--- config.mk ---
export PLATFORM = sky130hd
export DESIGN_NAME = text_render_ctrl_flat
export DESIGN_NICKNAME = d
export VERILOG_FILES = /design/src/rtl/text_render_ctrl_if.sv /design/src/rtl/text_render_ctrl.sv /design/src/flat_wrapper.sv
export SDC_FILE = /design/constraint.sdc
export NUM_CORES = 1
export LEC_CHECK = 0
export ABC_AREA = 1
export BUFFER_PORTS_ARGS = -buffer_cell sky130_fd_sc_hd__buf_4
export CAP_MARGIN = 40
export CORE_ASPECT_RATIO = 1.5
export CORE_UTILIZATION = 45
export DETAILED_ROUTE_END_ITERATION = 10
export GPL_ROUTABILITY_DRIVEN = 0
export GPL_TIMING_DRIVEN = 0
export PLACE_DENSITY = 0.9
export SETUP_SLACK_MARGIN = 0.1
export SLEW_MARGIN = 10
export SYNTH_ARGS = -nofsm -noshare
export SYNTH_HDL_FRONTEND = slang
export SYNTH_SLANG_ARGS = --single-unit
--- constraint.sdc ---
create_clock -name CLK -period 2.9 [get_ports CLK]
set_input_delay 0.145 -clock CLK [delete_from_list [all_inputs] [get_ports CLK]]
set_output_delay 0.145 -clock CLK [all_outputs]
set_load 0.02 [all_outputs]
--- src/rtl/text_render_ctrl_if.sv ---
// text_render_ctrl_if
//   Memory-side bus between the text renderer and its two lookup memories.
//   master : the renderer (drives addresses, receives data)
//   slave  : text buffer RAM + character ROM (receive addresses, drive data)
//
//   tb_addr   13  text buffer read address (row*COLS+col)
//   tb_data    8  character code from the text buffer
//   rom_addr   8  character ROM address (character code)
//   rom_data  8x8 glyph bitmap, [row][bit], rows 0..7 top to bottom
interface text_render_ctrl_if;
   logic [12:0]     tb_addr;
   logic [7:0]      tb_data;
   logic [7:0]      rom_addr;
   logic [0:7][0:7] rom_data;

   modport master (output tb_addr, output rom_addr, input tb_data, input rom_data);
   modport slave  (input tb_addr, input rom_addr, output tb_data, output rom_data);
endinterface

--- src/rtl/text_render_ctrl.sv ---
// text_render_ctrl
//   8x8 character-cell text renderer for 640x480 video (80x60 cells).
//   Four-stage pipeline, one pixel per clock, no stalls:
//     S0 pixel coordinate -> text buffer address
//     S1 character code   -> ROM address
//     S2 glyph row        -> single bitmap bit
//     S3 bit (+cursor)    -> RGB444 pixel
//   Sync and active flags are delayed by the same four stages.
//
//   The text buffer and ROM are expected to present data during the clock
//   cycle that follows the launch of their (registered) address.
//
//   Optional build macro: CURSOR_EN adds a blinking underline cursor driven
//   by a frame counter clocked from falling edges of vsync_in.
//
// Ports
//   CLK, RST            pixel clock, asynchronous active-high reset
//   pixel_col/row       pixel coordinate from the timing generator
//   video_on            active-area flag
//   hsync_in/vsync_in   raw syncs (vsync active low)
//   bus                 text buffer / character ROM bus (master side)
//   cursor_col/row      cursor cell (used only with CURSOR_EN)
//   pixel_rgb           output colour
//   hsync_out/vsync_out syncs aligned to pixel_rgb
//   active_out          video_on aligned to pixel_rgb
module text_render_ctrl #(
   parameter int          COLS         = 80,
   parameter int          ROWS         = 60,
   parameter logic [11:0] FG_COLOR     = 12'hFFF,
   parameter logic [11:0] BG_COLOR     = 12'h000,
   parameter int          BLINK_FRAMES = 30
) (
   input  logic                      CLK,
   input  logic                      RST,
   input  logic [9:0]                pixel_col,
   input  logic [9:0]                pixel_row,
   input  logic                      video_on,
   input  logic                      hsync_in,
   input  logic                      vsync_in,
   text_render_ctrl_if.master        bus,
   input  logic [6:0]                cursor_col,
   input  logic [5:0]                cursor_row,
   output logic [11:0]               pixel_rgb,
   output logic                      hsync_out,
   output logic                      vsync_out,
   output logic                      active_out
);

   localparam logic [12:0] COLS_W     = 13'(COLS);
   localparam logic [6:0]  COLS_C     = 7'(COLS);
   localparam logic [6:0]  ROWS_C     = 7'(ROWS);
   localparam logic [7:0]  BLANK_CODE = 8'h20;

   typedef struct packed {
      logic       hsync;
      logic       vsync;
      logic       video;
      logic       in_text;
      logic [2:0] fx;
      logic [2:0] fy;
      logic [6:0] cx;
      logic [6:0] cy;
`ifdef CURSOR_EN
      logic [6:0] ccol;
      logic [5:0] crow;
`endif
   } side_t;

   side_t       sb [4];
   side_t       s0_next;
   logic [6:0]  cell_x;
   logic [6:0]  cell_y;
   logic        s0_in_text;
   logic [12:0] s0_addr;
   logic        glyph_bit;
   logic        cursor_hit;

   // Cell coordinates are the pixel coordinate divided by 8. The product is
   // formed at full 13-bit width so 59*80+79 = 4799 never truncates; it is
   // only consumed when the cell is inside the grid.
   always_comb begin
      cell_x     = pixel_col[9:3];
      cell_y     = pixel_row[9:3];
      s0_in_text = video_on && (cell_x < COLS_C) && (cell_y < ROWS_C);
      s0_addr    = ({6'd0, cell_y} * COLS_W) + {6'd0, cell_x};

      s0_next         = '0;
      s0_next.hsync   = hsync_in;
      s0_next.vsync   = vsync_in;
      s0_next.video   = video_on;
      s0_next.in_text = s0_in_text;
      s0_next.fx      = pixel_col[2:0];
      s0_next.fy      = pixel_row[2:0];
      s0_next.cx      = cell_x;
      s0_next.cy      = cell_y;
`ifdef CURSOR_EN
      s0_next.ccol    = cursor_col;
      s0_next.crow    = cursor_row;
`endif
   end

   // Datapath and sideband pipeline. tb_addr only moves for in-grid cells so
   // the RAM is never asked for an address past the end of the buffer.
   // Out-of-grid or blanked cells fetch the space glyph instead.
   always_ff @(posedge CLK or posedge RST) begin
      if (RST) begin
         for (int i = 0; i < 4; i++) begin
            sb[i]       <= '0;
            sb[i].hsync <= 1'b1;
            sb[i].vsync <= 1'b1;
         end
         bus.tb_addr  <= '0;
         bus.rom_addr <= BLANK_CODE;
         glyph_bit    <= 1'b0;
         pixel_rgb    <= '0;
      end else begin
         sb[0] <= s0_next;
         for (int i = 1; i < 4; i++) begin
            sb[i] <= sb[i-1];
         end
         if (s0_in_text) begin
            bus.tb_addr <= s0_addr;
         end
         bus.rom_addr <= sb[0].in_text ? bus.tb_data : BLANK_CODE;
         // Glyph bit 0 is the leftmost pixel; with the [0:7] row ordering
         // that bit sits at index 7.
         glyph_bit    <= bus.rom_data[sb[1].fy][3'd7 - sb[1].fx];
         if (!sb[2].video) begin
            pixel_rgb <= '0;
         end else begin
            pixel_rgb <= (glyph_bit ^ cursor_hit) ? FG_COLOR : BG_COLOR;
         end
      end
   end

`ifdef CURSOR_EN
   localparam logic [15:0] BLINK_LAST = 16'(BLINK_FRAMES - 1);

   logic        vsync_prev;
   logic        phase_visible;
   logic [15:0] frame_cnt;

   // Frame counter advances on each vsync falling edge; every BLINK_FRAMES
   // frames the cursor toggles between visible and hidden.
   always_ff @(posedge CLK or posedge RST) begin
      if (RST) begin
         vsync_prev    <= 1'b1;
         frame_cnt     <= '0;
         phase_visible <= 1'b1;
      end else begin
         vsync_prev <= vsync_in;
         if (vsync_prev && !vsync_in) begin
            if (frame_cnt == BLINK_LAST) begin
               frame_cnt     <= '0;
               phase_visible <= !phase_visible;
            end else begin
               frame_cnt <= frame_cnt + 16'd1;
            end
         end
      end
   end

   // Underline: bottom scan line of the cursor cell.
   assign cursor_hit = phase_visible
                       && (sb[2].cx == sb[2].ccol)
                       && (sb[2].cy == {1'b0, sb[2].crow})
                       && (sb[2].fy == 3'd7);
`else
   assign cursor_hit = 1'b0;
`endif

   assign hsync_out  = sb[3].hsync;
   assign vsync_out  = sb[3].vsync;
   assign active_out = sb[3].video;

   logic unused_bits;
   assign unused_bits = ^{sb[3], cursor_col, cursor_row, 32'(BLINK_FRAMES)};

endmodule

--- src/flat_wrapper.sv ---
// flat-port wrapper written by rule: the top's interface ports become plain ports
module text_render_ctrl_flat 
#(
   parameter int          COLS         = 80,
   parameter int          ROWS         = 60,
   parameter logic [11:0] FG_COLOR     = 12'hFFF,
   parameter logic [11:0] BG_COLOR     = 12'h000,
   parameter int          BLINK_FRAMES = 30
)
  (CLK, RST, pixel_col, pixel_row, video_on, hsync_in, vsync_in, cursor_col, cursor_row, pixel_rgb, hsync_out, vsync_out, active_out, bus_tb_addr, bus_rom_addr, bus_tb_data, bus_rom_data);
  text_render_ctrl_if bus_i ();
  input  logic CLK;
  input  logic RST;
  input  logic [9:0] pixel_col;
  input  logic [9:0] pixel_row;
  input  logic video_on;
  input  logic hsync_in;
  input  logic vsync_in;
  input  logic [6:0] cursor_col;
  input  logic [5:0] cursor_row;
  output logic [11:0] pixel_rgb;
  output logic hsync_out;
  output logic vsync_out;
  output logic active_out;
  output wire logic [$bits(bus_i.tb_addr)-1:0] bus_tb_addr;
  output wire logic [$bits(bus_i.rom_addr)-1:0] bus_rom_addr;
  input wire logic [$bits(bus_i.tb_data)-1:0] bus_tb_data;
  input wire logic [$bits(bus_i.rom_data)-1:0] bus_rom_data;
  assign bus_tb_addr = bus_i.tb_addr;
  assign bus_rom_addr = bus_i.rom_addr;
  assign bus_i.tb_data = bus_tb_data;
  assign bus_i.rom_data = bus_rom_data;
  text_render_ctrl #(.COLS(COLS), .ROWS(ROWS), .FG_COLOR(FG_COLOR), .BG_COLOR(BG_COLOR), .BLINK_FRAMES(BLINK_FRAMES)) u_core (.CLK(CLK), .RST(RST), .pixel_col(pixel_col), .pixel_row(pixel_row), .video_on(video_on), .hsync_in(hsync_in), .vsync_in(vsync_in), .bus(bus_i), .cursor_col(cursor_col), .cursor_row(cursor_row), .pixel_rgb(pixel_rgb), .hsync_out(hsync_out), .vsync_out(vsync_out), .active_out(active_out));
endmodule
==> results of run 1 <==
==> flip-flops by register name (all words and copies together) (netlist names) <==
signal	flops
u_core.vsync_out	1
u_core.sb	22
u_core.pixel_rgb	1
u_core.glyph_bit	1
u_core.bus.rom_addr	8
u_core.active_out	1
u_core.hsync_out	1
u_core.bus.tb_addr	13
==> repair_timing <==
action,4_1_cts,5_1_grt
setup buffers,0,0
hold endpoints to repair,21,0
hold buffers,10,0
==> layout make-up <==
class | instances | area, um2
well taps | 72 | 90.1
repair buffers | 143 | 1110
clock buffers | 5 | 68.8
clock inverters | 3 | 68.8
inverters | 30 | 113
fillers | 472 | 1740
flip-flops and latches | 48 | 1210
plain buffers | 25 | 173
multi-input cells | 244 | 1210
==> placed cells by master (no fill, tap or decap), types with 5 or more instances in the layout <==
cell type	synthesis	routed
buf_2	6	6
buf_4	15	147
clkbuf_8	0	5
dfrtp_1	39	39
dfstp_2	9	9
dlygate4sd3_1	0	10
ha_1	13	13
inv_1	22	21
inv_2	6	7
nand2_1	140	140
nand3_1	64	64
==> cell families after synthesis <==
logic type               after synthesis  share of synthesized area, %
flip-flops                            48                          44.8
buffers and inverters                 55                          10.5
adder cells (fa/ha/maj)               15                          7.49
AND/OR/NAND/NOR                      217                          34.5
XOR/XNOR                               1                         0.324
AO/OA/AOI/OAI                         11                          2.31
==> critical path, delay by kind of cell <==
kind | cells | cell delay (ps)
adders and majority gates | 3 | 980
and+or+nand+nor | 5 | 520
buffers and inverters | 1 | 130
xor gates and xnor gates | 1 | 260
==> path summary, 6_finish.rpt <==
check,slack (ps),from,to,cells after the start
hold reg to reg,350,u_core.sb[93]$_DFF_PP0_,u_core.sb[69]$_DFF_PP0_,0
max in group asynchronous,1980,RST,u_core.sb[64]$_DFF_PP0_,4
setup / recovery,1070,pixel_row[4],u_core.bus.tb_addr[11]$_DFFE_PP0P_,10
setup reg to reg,1460,u_core.sb[62]$_DFF_PP0_,u_core.glyph_bit$_DFF_PP0_,11
min in group asynchronous,430,RST,u_core.pixel_rgb[10]$_DFF_PP0_,3
hold / removal,30,bus_tb_data[5],u_core.bus.rom_addr[5]$_DFF_PP1_,3
==> metal layers <==
metal / wire, um / GRT usage, %
met1: 2650 / 26.7
met2: 3960 / 44.6
met3: 478 / 4.36
met4: 113 / 6.69
met5: 0 / 0
==> stage by stage <==
stage / hold WS [ps] / cells / power (mW)
final: 27.0 / 570 / 1.94
after global routing: 14.1 / 570 / 2.05
after global placement: 254 / 551 / 1.35
after detailed placement: 193 / 552 / 1.37
after floorplan: 149 / 347 / 1.11
after CTS: 15.6 / 570 / 1.95
==> where the power goes <==
| part | switching (mW) | leakage (nW) | total, mW | internal, mW |
|---|---|---|---|---|
| sequential | 0.0371 | 0.577 | 0.776 | 0.738 |
| combinational | 0.310 | 1.63 | 0.596 | 0.287 |
| clock | 0.221 | 0.0687 | 0.567 | 0.347 |
| total | 0.567 | 2.28 | 1.94 | 1.37 |
==> flow_metrics.env, run 1 <==
export IMPL_fin_crit_ps=1830
export IMPL_synthesis_nets=472
export IMPL_drv_cap=0
export IMPL_p_leak_nw=2.28
export IMPL_ys_seq_area_share_pct=44.8
export IMPL_yosys_area_top_type="dfrtp_1"
export IMPL_fmax_mhz=547
export IMPL_finalMaxSlewViolations=0
export IMPL_first_pass_iters=4
export IMPL_dp_final_hpwl_um=5580
export IMPL_critPathKind="in -> reg"
export IMPL_nets=622
export IMPL_yosys_warnings=0
export IMPL_arrival_ps=2020
export IMPL_io_pins=146
export IMPL_setup_worst_path_start_class="input pin"
export IMPL_grt_pass1_wl_um=12000
export IMPL_cp_end_kind="register"
export IMPL_utilization_pct=69.9
export IMPL_post_route_worst_setup_slack_ps=1070
export IMPL_syn_inst=347
export IMPL_drc=0
export IMPL_async_reset_ff_share_pct=100
export IMPL_ir_drop_mv=0.326
export IMPL_antenna_cells=0
export IMPL_cts_made_buffers=5
export IMPL_die_h_um=97.0
export IMPL_fin_skew_ps=6.50
export IMPL_row_count=34
export IMPL_routed_wl_um=7200
export IMPL_place_ws_ps=777
export IMPL_clkLatencyLatePin_ps=290
export IMPL_post_route_period_util_pct=63.1
export IMPL_final_layout_size_suffix_gt1_share_pct=37.6
export IMPL_antenna_found_initial=0
export IMPL_grt_max_degree=28
export IMPL_synth_edf_count=0
export IMPL_grt_pass1_vias=2793
export IMPL_cts_tree="yes"
export IMPL_gr_total_overflow=0
export IMPL_ys_dominant_reg_cell="dfrtp_1"
export IMPL_setup_violations=0
export IMPL_dieArea_um2=6330
export IMPL_grt_usage_pct=23.9
export IMPL_syn_cell_area_um2=2710
export IMPL_cp_required_ps=3090
export IMPL_ant_nets=0
export IMPL_cts_max_level=2
export IMPL_slowest_stage="fa_1"
export IMPL_slowest_delay_ps=420
export IMPL_place_area_um2=3810
export IMPL_power_density_nw_per_um2=480
export IMPL_max_slew_margin_pct=68.9
export IMPL_viasPerCell=4.97
export IMPL_area_delta_synth_final_pct=49.5
export IMPL_vias=2833
export IMPL_portBuffers=132
export IMPL_stdcell_area_um2=4040
export IMPL_hold_viol=0
export IMPL_drtIter0Drc=141
export IMPL_worstHoldPathType="in -> reg"
export IMPL_cts_root_buf="clkbuf_8"
export IMPL_cts_resized_gates=0
export IMPL_synth_seq_cells=48
export IMPL_critical_path_max_fanout=3
export IMPL_cts_sinks=48
export IMPL_synth_most_common_cell="nand2_1"
export IMPL_clk_pin_slew_ps=90
export IMPL_ys_types=26
export IMPL_rsz0062_at_grt="false"
export IMPL_yosys_top_cells_area="dfrtp_1, nand2_1, nand3_1, dfstp_2, ha_1"
export IMPL_synthDominantCellAreaShare_pct=36.1
export IMPL_synth_common_cells="nand2_1, nand3_1, dfrtp_1"
export IMPL_setup_tns_ps=0
export IMPL_worst_pin_slew_ps=466
export IMPL_crit_chain="buf_4 > ha_1 > ha_1 > fa_1 > xor2_1 > nand2_1 > nor2_2 > nand3_1 > nand3_1 > nand2_1"
export IMPL_initial_core_util_pct=46.8
export IMPL_synth_area_per_cell_um2=7.80
export IMPL_status="finished, final reports clean"
export IMPL_cts_buffer_depth=2
export IMPL_core_region_area_um2=5790
export IMPL_wl_per_cell_um=12.6
export IMPL_fp_dieW_um=65.3
(Power assumes the default switching activity.)
==> run 2, diff against run 1 <==
==> constraint.sdc (replaced) <==
create_clock -name CLK -period 1.8 [get_ports CLK]
set_input_delay 0.09 -clock CLK [delete_from_list [all_inputs] [get_ports CLK]]
set_output_delay 0.09 -clock CLK [all_outputs]
set_load 0.02 [all_outputs]
==> run 2 against run 1 <==
Utilization rose by 1.1 points. Critical endpoint is now u_core.bus.tb_addr[12]$_DFFE_PP0P_. Critical path depth up 1. Clock power up 15%. Highest routed layer unchanged. Sequential cell count unchanged. Via count is 0.78% higher.
==> flow_metrics.env, run 2 (synthesized netlist as in run 1, its figures left out) <==
export IMPL_status="finished, final reports clean"
export IMPL_core_region_area_um2=5790
export IMPL_cts_max_level=2
export IMPL_drv_cap=0
export IMPL_worst_path_buf_inv=2
export IMPL_grt_usage_pct=23.9
export IMPL_setup_worst_path_start_class="input pin"
export IMPL_clk_pin_slew_ps=90
export IMPL_critical_path_max_fanout=4
export IMPL_fmax_mhz=622
export IMPL_dp_final_hpwl_um=5620
export IMPL_met1_length_um=2750
export IMPL_row_count=34
export IMPL_max_slew_margin_pct=69.2
export IMPL_finalMaxSlewViolations=0
export IMPL_worstHoldPathType="in -> reg"
export IMPL_fin_crit_ps=1610
export IMPL_critPathKind="in -> reg"
export IMPL_min_delay_path_depth=3
export IMPL_vias=2855
export IMPL_setup_tns_ps=0
export IMPL_worst_path_stages=11
export IMPL_postCtsSetupBuffers=0
export IMPL_cp_end_kind="register"
export IMPL_utilization_pct=71.0
export IMPL_slowest_delay_ps=560
export IMPL_area_delta_synth_final_pct=51.8
export IMPL_crit_top_cell="nand2_1"
export IMPL_power_total_mw=2.88
export IMPL_viasPerCell=4.93
export IMPL_portBuffers=132
export IMPL_top_regs="u_core.sb x22, u_core.bus.tb_addr x13, u_core.bus.rom_addr x8"
export IMPL_arrival_ps=1800
export IMPL_holdWs_ps=14.2
export IMPL_timing_rr_end="u_core.glyph_bit$_DFF_PP0_"
export IMPL_first_pass_iters=4
export IMPL_worst_pin_slew_ps=462
export IMPL_dieArea_um2=6330
export IMPL_cp_top_family="adder cells"
export IMPL_crit_end="u_core.bus.tb_addr[12]$_DFFE_PP0P_"
export IMPL_maxUsedRoutingLayer="met4"
export IMPL_cts_tree="yes"
export IMPL_p_leak_nw=2.29
export IMPL_reg2reg_depth=10
export IMPL_fp_dieW_um=65.3
export IMPL_top_register="u_core.sb"
export IMPL_wl_per_cell_um=12.5
export IMPL_fillers=460
export IMPL_grt_max_degree=28
export IMPL_rsz0062_at_grt="false"
export IMPL_ant_nets=0
export IMPL_r2r_start="u_core.sb[63]$_DFF_PP0_"
export IMPL_fin_skew_ps=7.45
export IMPL_final_cell_mix="buf_4, nand2_1, nand3_1"
export IMPL_final_common_cell="buf_4"
export IMPL_drtIter0Drc=121
export IMPL_clkLatencyLatePin_ps=290
export IMPL_cts_buffer_depth=2
export IMPL_drc=0
export IMPL_antenna_found_initial=0
export IMPL_cts_sinks=48
export IMPL_cp_required_ps=1990
export IMPL_io_pins=146
export IMPL_grt_pass1_vias=2868
export IMPL_gr_total_overflow=0
export IMPL_slowest_stage="fa_2"
export IMPL_largest_register_ffs=22
export IMPL_hold_viol=0
export IMPL_die_h_um=97.0
export IMPL_cts_made_buffers=5
export IMPL_post_route_period_util_pct=89.3
export IMPL_grt_pass1_wl_um=12100
export IMPL_nets=631
export IMPL_cts_root_buf="clkbuf_8"
export IMPL_routed_wl_met2_um=3960
export IMPL_ff2ff_setup_slack_ps=340
export IMPL_power_density_nw_per_um2=702
export IMPL_crit_chain="buf_4 > ha_1 > ha_2 > fa_2 > nand2_1 > nor2_4 > nand3_2 > inv_1 > nand2_1 > nand3_1 > nand2_1"
export IMPL_cp_startpoint="pixel_row[4]"
export IMPL_antenna_cells=0
export IMPL_final_layout_size_suffix_gt1_share_pct=37.5
export IMPL_wl_met3_um=446
export IMPL_routed_wl_um=7260
export IMPL_ir_drop_mv=0.516
export IMPL_initial_core_util_pct=46.8
export IMPL_setup_violations=0
[run 2: repair_timing]
item	CTS	global route
gates resized for setup	0	0
hold endpoints to repair	30	0
setup endpoints to repair	0	1
hold buffers	19	0
[run 2: cell type report]
cell class                 count  area, um2  area share, %
buffer                        25        173           4.21
clock buffer                   6       82.6           2.01
clock inverter                 2       13.8          0.335
inverter                      30        113           2.74
multi-input combinational    244       1220           29.7
sequential                    48       1210           29.5
tap                           72       90.1           2.19
timing repair buffer         152       1200           29.3
[run 2: routing by layer]
metal	global-route usage [%]	vias up
li1	-	1408
met1	26.7	1320
met2	45.4	117
met3	3.07	10
met4	6.86	0
met5	0	-
[run 2: how the worst min path moves through the flow]
stage	start	endpoint	slack (ps)
floorplan	vsync_in	u_core.sb[94]$_DFF_PP1_	90
global placement	hsync_in	u_core.sb[95]$_DFF_PP1_	200
detailed placement	RST	u_core.active_out$_DFF_PP0_	140
CTS	pixel_col[5]	u_core.bus.tb_addr[2]$_DFFE_PP0P_	7
global route	pixel_col[5]	u_core.bus.tb_addr[2]$_DFFE_PP0P_	20
finish	bus_tb_data[6]	u_core.bus.rom_addr[6]$_DFF_PP0_	10
[run 2: through the flow]
stage                     setup slack [ps]  instance area, um2  std cells
after floorplan                        113                2720        347
after global placement                -106                3800        551
after detailed placement              -115                3820        552
after CTS                              200                4110        579
after global routing                   125                4110        579
final                                  193                4110        579
[run 2: power by group]
| part | total (mW) | leakage (nW) | internal [mW] | switching [mW] |
|---|---|---|---|---|
| logic | 0.980 | 1.67 | 0.478 | 0.501 |
| registers | 1.25 | 0.577 | 1.19 | 0.0607 |
| clock network | 0.653 | 0.0516 | 0.314 | 0.339 |
[run 2: worst reg2reg max path, delay by kind of cell, from the launching register on]
family | cells | cell delay, ps
flip-flops | 1 | 360
AND/OR/NAND/NOR | 7 | 500
buffers and inverters | 3 | 490
==> run 3, diff against run 2 <==
--- a/config.mk
+++ b/config.mk
@@ -13,7 +13,7 @@
 export DETAILED_ROUTE_END_ITERATION = 10
 export GPL_ROUTABILITY_DRIVEN = 0
 export GPL_TIMING_DRIVEN = 0
-export PLACE_DENSITY = 0.9
+export PLACE_DENSITY = 0.81
 export SETUP_SLACK_MARGIN = 0.1
 export SLEW_MARGIN = 10
 export SYNTH_ARGS = -nofsm -noshare
==> run 3 against run 2 <==
Final cell count increased by 0.17%. Sequential power barely moved. Die area did not move. Critical path depth is the same. Clock skew grew 1.9 ps. First-iteration DRC count fell by 18%. Hold slack got worse by 5.9 ps. Utilization grew 1.4 points. Via count fell by 1.1%. Critical path type unchanged. Largest cell class unchanged.
==> flow_metrics.env, run 3 (synthesized netlist as in run 1, its figures left out) <==
export IMPL_grt_max_degree=26
export IMPL_dp_final_hpwl_um=5700
export IMPL_critPathKind="in -> reg"
export IMPL_cts_max_level=2
export IMPL_post_route_period_util_pct=85.8
export IMPL_fp_dieW_um=65.3
export IMPL_critical_path_max_fanout=4
export IMPL_crit_chain="buf_4 > ha_4 > ha_4 > fa_2 > nand2_2 > nor2_4 > nand3_2 > inv_1 > nand2_1 > nand3_1 > nand2_1"
export IMPL_fmax_mhz=647
export IMPL_first_pass_iters=4
export IMPL_row_count=34
export IMPL_worstHoldPathType="in -> reg"
export IMPL_worst_pin_slew_ps=554
export IMPL_clkLatencyLatePin_ps=290
export IMPL_final_cell_mix="buf_4, nand2_1, nand3_1"
export IMPL_cts_sinks=48
export IMPL_routed_wl_um=7670
export IMPL_ir_drop_mv=0.443
export IMPL_fin_skew_ps=9.33
export IMPL_largest_register_ffs=22
export IMPL_wl_per_cell_um=13.2
export IMPL_place_ws_ps=-126
export IMPL_drc=0
export IMPL_place_inst=552
export IMPL_arrival_ps=1740
export IMPL_drtIter0Drc=99
export IMPL_drv_cap=0
export IMPL_grt_pass1_wl_um=12500
export IMPL_io_pins=146
export IMPL_top_regs="u_core.sb x22, u_core.bus.tb_addr x13, u_core.bus.rom_addr x8"
export IMPL_p_leak_nw=2.32
export IMPL_slowest_delay_ps=580
export IMPL_grt_usage_pct=25.1
export IMPL_finalMaxSlewViolations=0
export IMPL_regArea_um2=1210
export IMPL_multiInputGateArea_um2=1240
export IMPL_antenna_found_initial=0
export IMPL_antenna_cells=0
export IMPL_clk_pin_slew_ps=90
export IMPL_rsz0062_at_grt="false"
export IMPL_max_slew_margin_pct=63.0
export IMPL_grt_pass1_vias=2924
export IMPL_postCtsSetupBuffers=0
export IMPL_viasPerCell=4.87
export IMPL_cp_required_ps=1990
export IMPL_hold_viol=0
export IMPL_cts_made_buffers=5
export IMPL_cp_end_kind="register"
export IMPL_area_delta_synth_final_pct=54.9
export IMPL_vias=2824
export IMPL_slowest_stage="fa_2"
export IMPL_ant_nets=0
export IMPL_setup_worst_path_start_class="input pin"
export IMPL_core_region_area_um2=5790
export IMPL_setup_violations=0
export IMPL_dieArea_um2=6330
export IMPL_post_route_worst_setup_slack_ps=255
export IMPL_fillers=478
export IMPL_top_register="u_core.sb"
export IMPL_portBuffers=132
export IMPL_final_instance_count_excl_fill=580
export IMPL_cts_root_buf="clkbuf_8"
export IMPL_initial_core_util_pct=46.8
export IMPL_cts_buffer_depth=2
export IMPL_final_common_cell="buf_4"
export IMPL_final_layout_size_suffix_gt1_share_pct=37.8
export IMPL_gr_total_overflow=0
export IMPL_power_total_mw=3.15
export IMPL_die_h_um=97.0
export IMPL_status="finished, final reports clean"
export IMPL_power_density_nw_per_um2=752
export IMPL_cts_tree="yes"
export IMPL_fin_crit_ps=1550
export IMPL_nets=632
==> run 3: per-stage QoR <==
step           hold slack (ps)  TNS (ps)  area, um2  utilization (%)
2_1_floorplan             94.5         0       2720                -
3_3_place_gp               199      -190       3800             65.7
3_5_place_dp               171      -229       3830             66.1
4_1_cts                   1.49         0       4160             72.0
5_1_grt                   16.9         0       4190             72.4
6_report                  8.33         0       4190             72.4
==> run 3: layout make-up <==
type | instances | area share, %
flip-flops and latches | 48 | 28.9
clock buffers | 5 | 1.64
multi-input cells | 244 | 29.7
plain buffers | 25 | 4.12
clock inverters | 3 | 1.64
repair buffers | 153 | 29.1
well taps | 72 | 2.15
inverters | 30 | 2.69
==> run 3: power breakdown <==
part           switching [mW]  internal (mW)  total (mW)
Sequential             0.0603           1.19        1.25
Combinational           0.513          0.488        1.00
Clock                   0.340          0.559       0.898
==> run 3: layer usage <==
layer  routed length, um  GRT usage [%]  vias up
met5                   0              0        -
met1                2750           27.7     1276
met4                 224           9.20        0
met2                4260           47.2      120
met3                 435           2.95       21
li1                    -              -     1407
==> run 3: worst max-delay path: cells and delay by family <==
family / cells / cell delay (ps)
adder cells (fa/ha/maj): 3 / 990
buffers and inverters: 2 / 200
AND/OR/NAND/NOR: 6 / 470
==> run 3: final timing paths <==
kind	startpoint	endpoint	slack, ps	cells after the start
worst min register to register	u_core.sb[69]$_DFF_PP0_	u_core.sb[45]$_DFF_PP0_	340	0
worst max-delay path	pixel_row[4]	u_core.bus.tb_addr[12]$_DFFE_PP0P_	250	11
max in group asynchronous	RST	u_core.sb[66]$_DFF_PP0_	880	4
worst min-delay path	pixel_col[6]	u_core.bus.tb_addr[3]$_DFFE_PP0P_	8	3
worst max register to register	u_core.sb[64]$_DFF_PP0_	u_core.glyph_bit$_DFF_PP0_	310	8
min in group asynchronous	RST	u_core.sb[92]$_DFF_PP0_	410	3
==> run 3: what timing repair did <==
item	CTS	global route
setup endpoints to repair	0	1
endpoints found under the hold margin	34	0
hold buffers	20	0
resized for setup	0	3
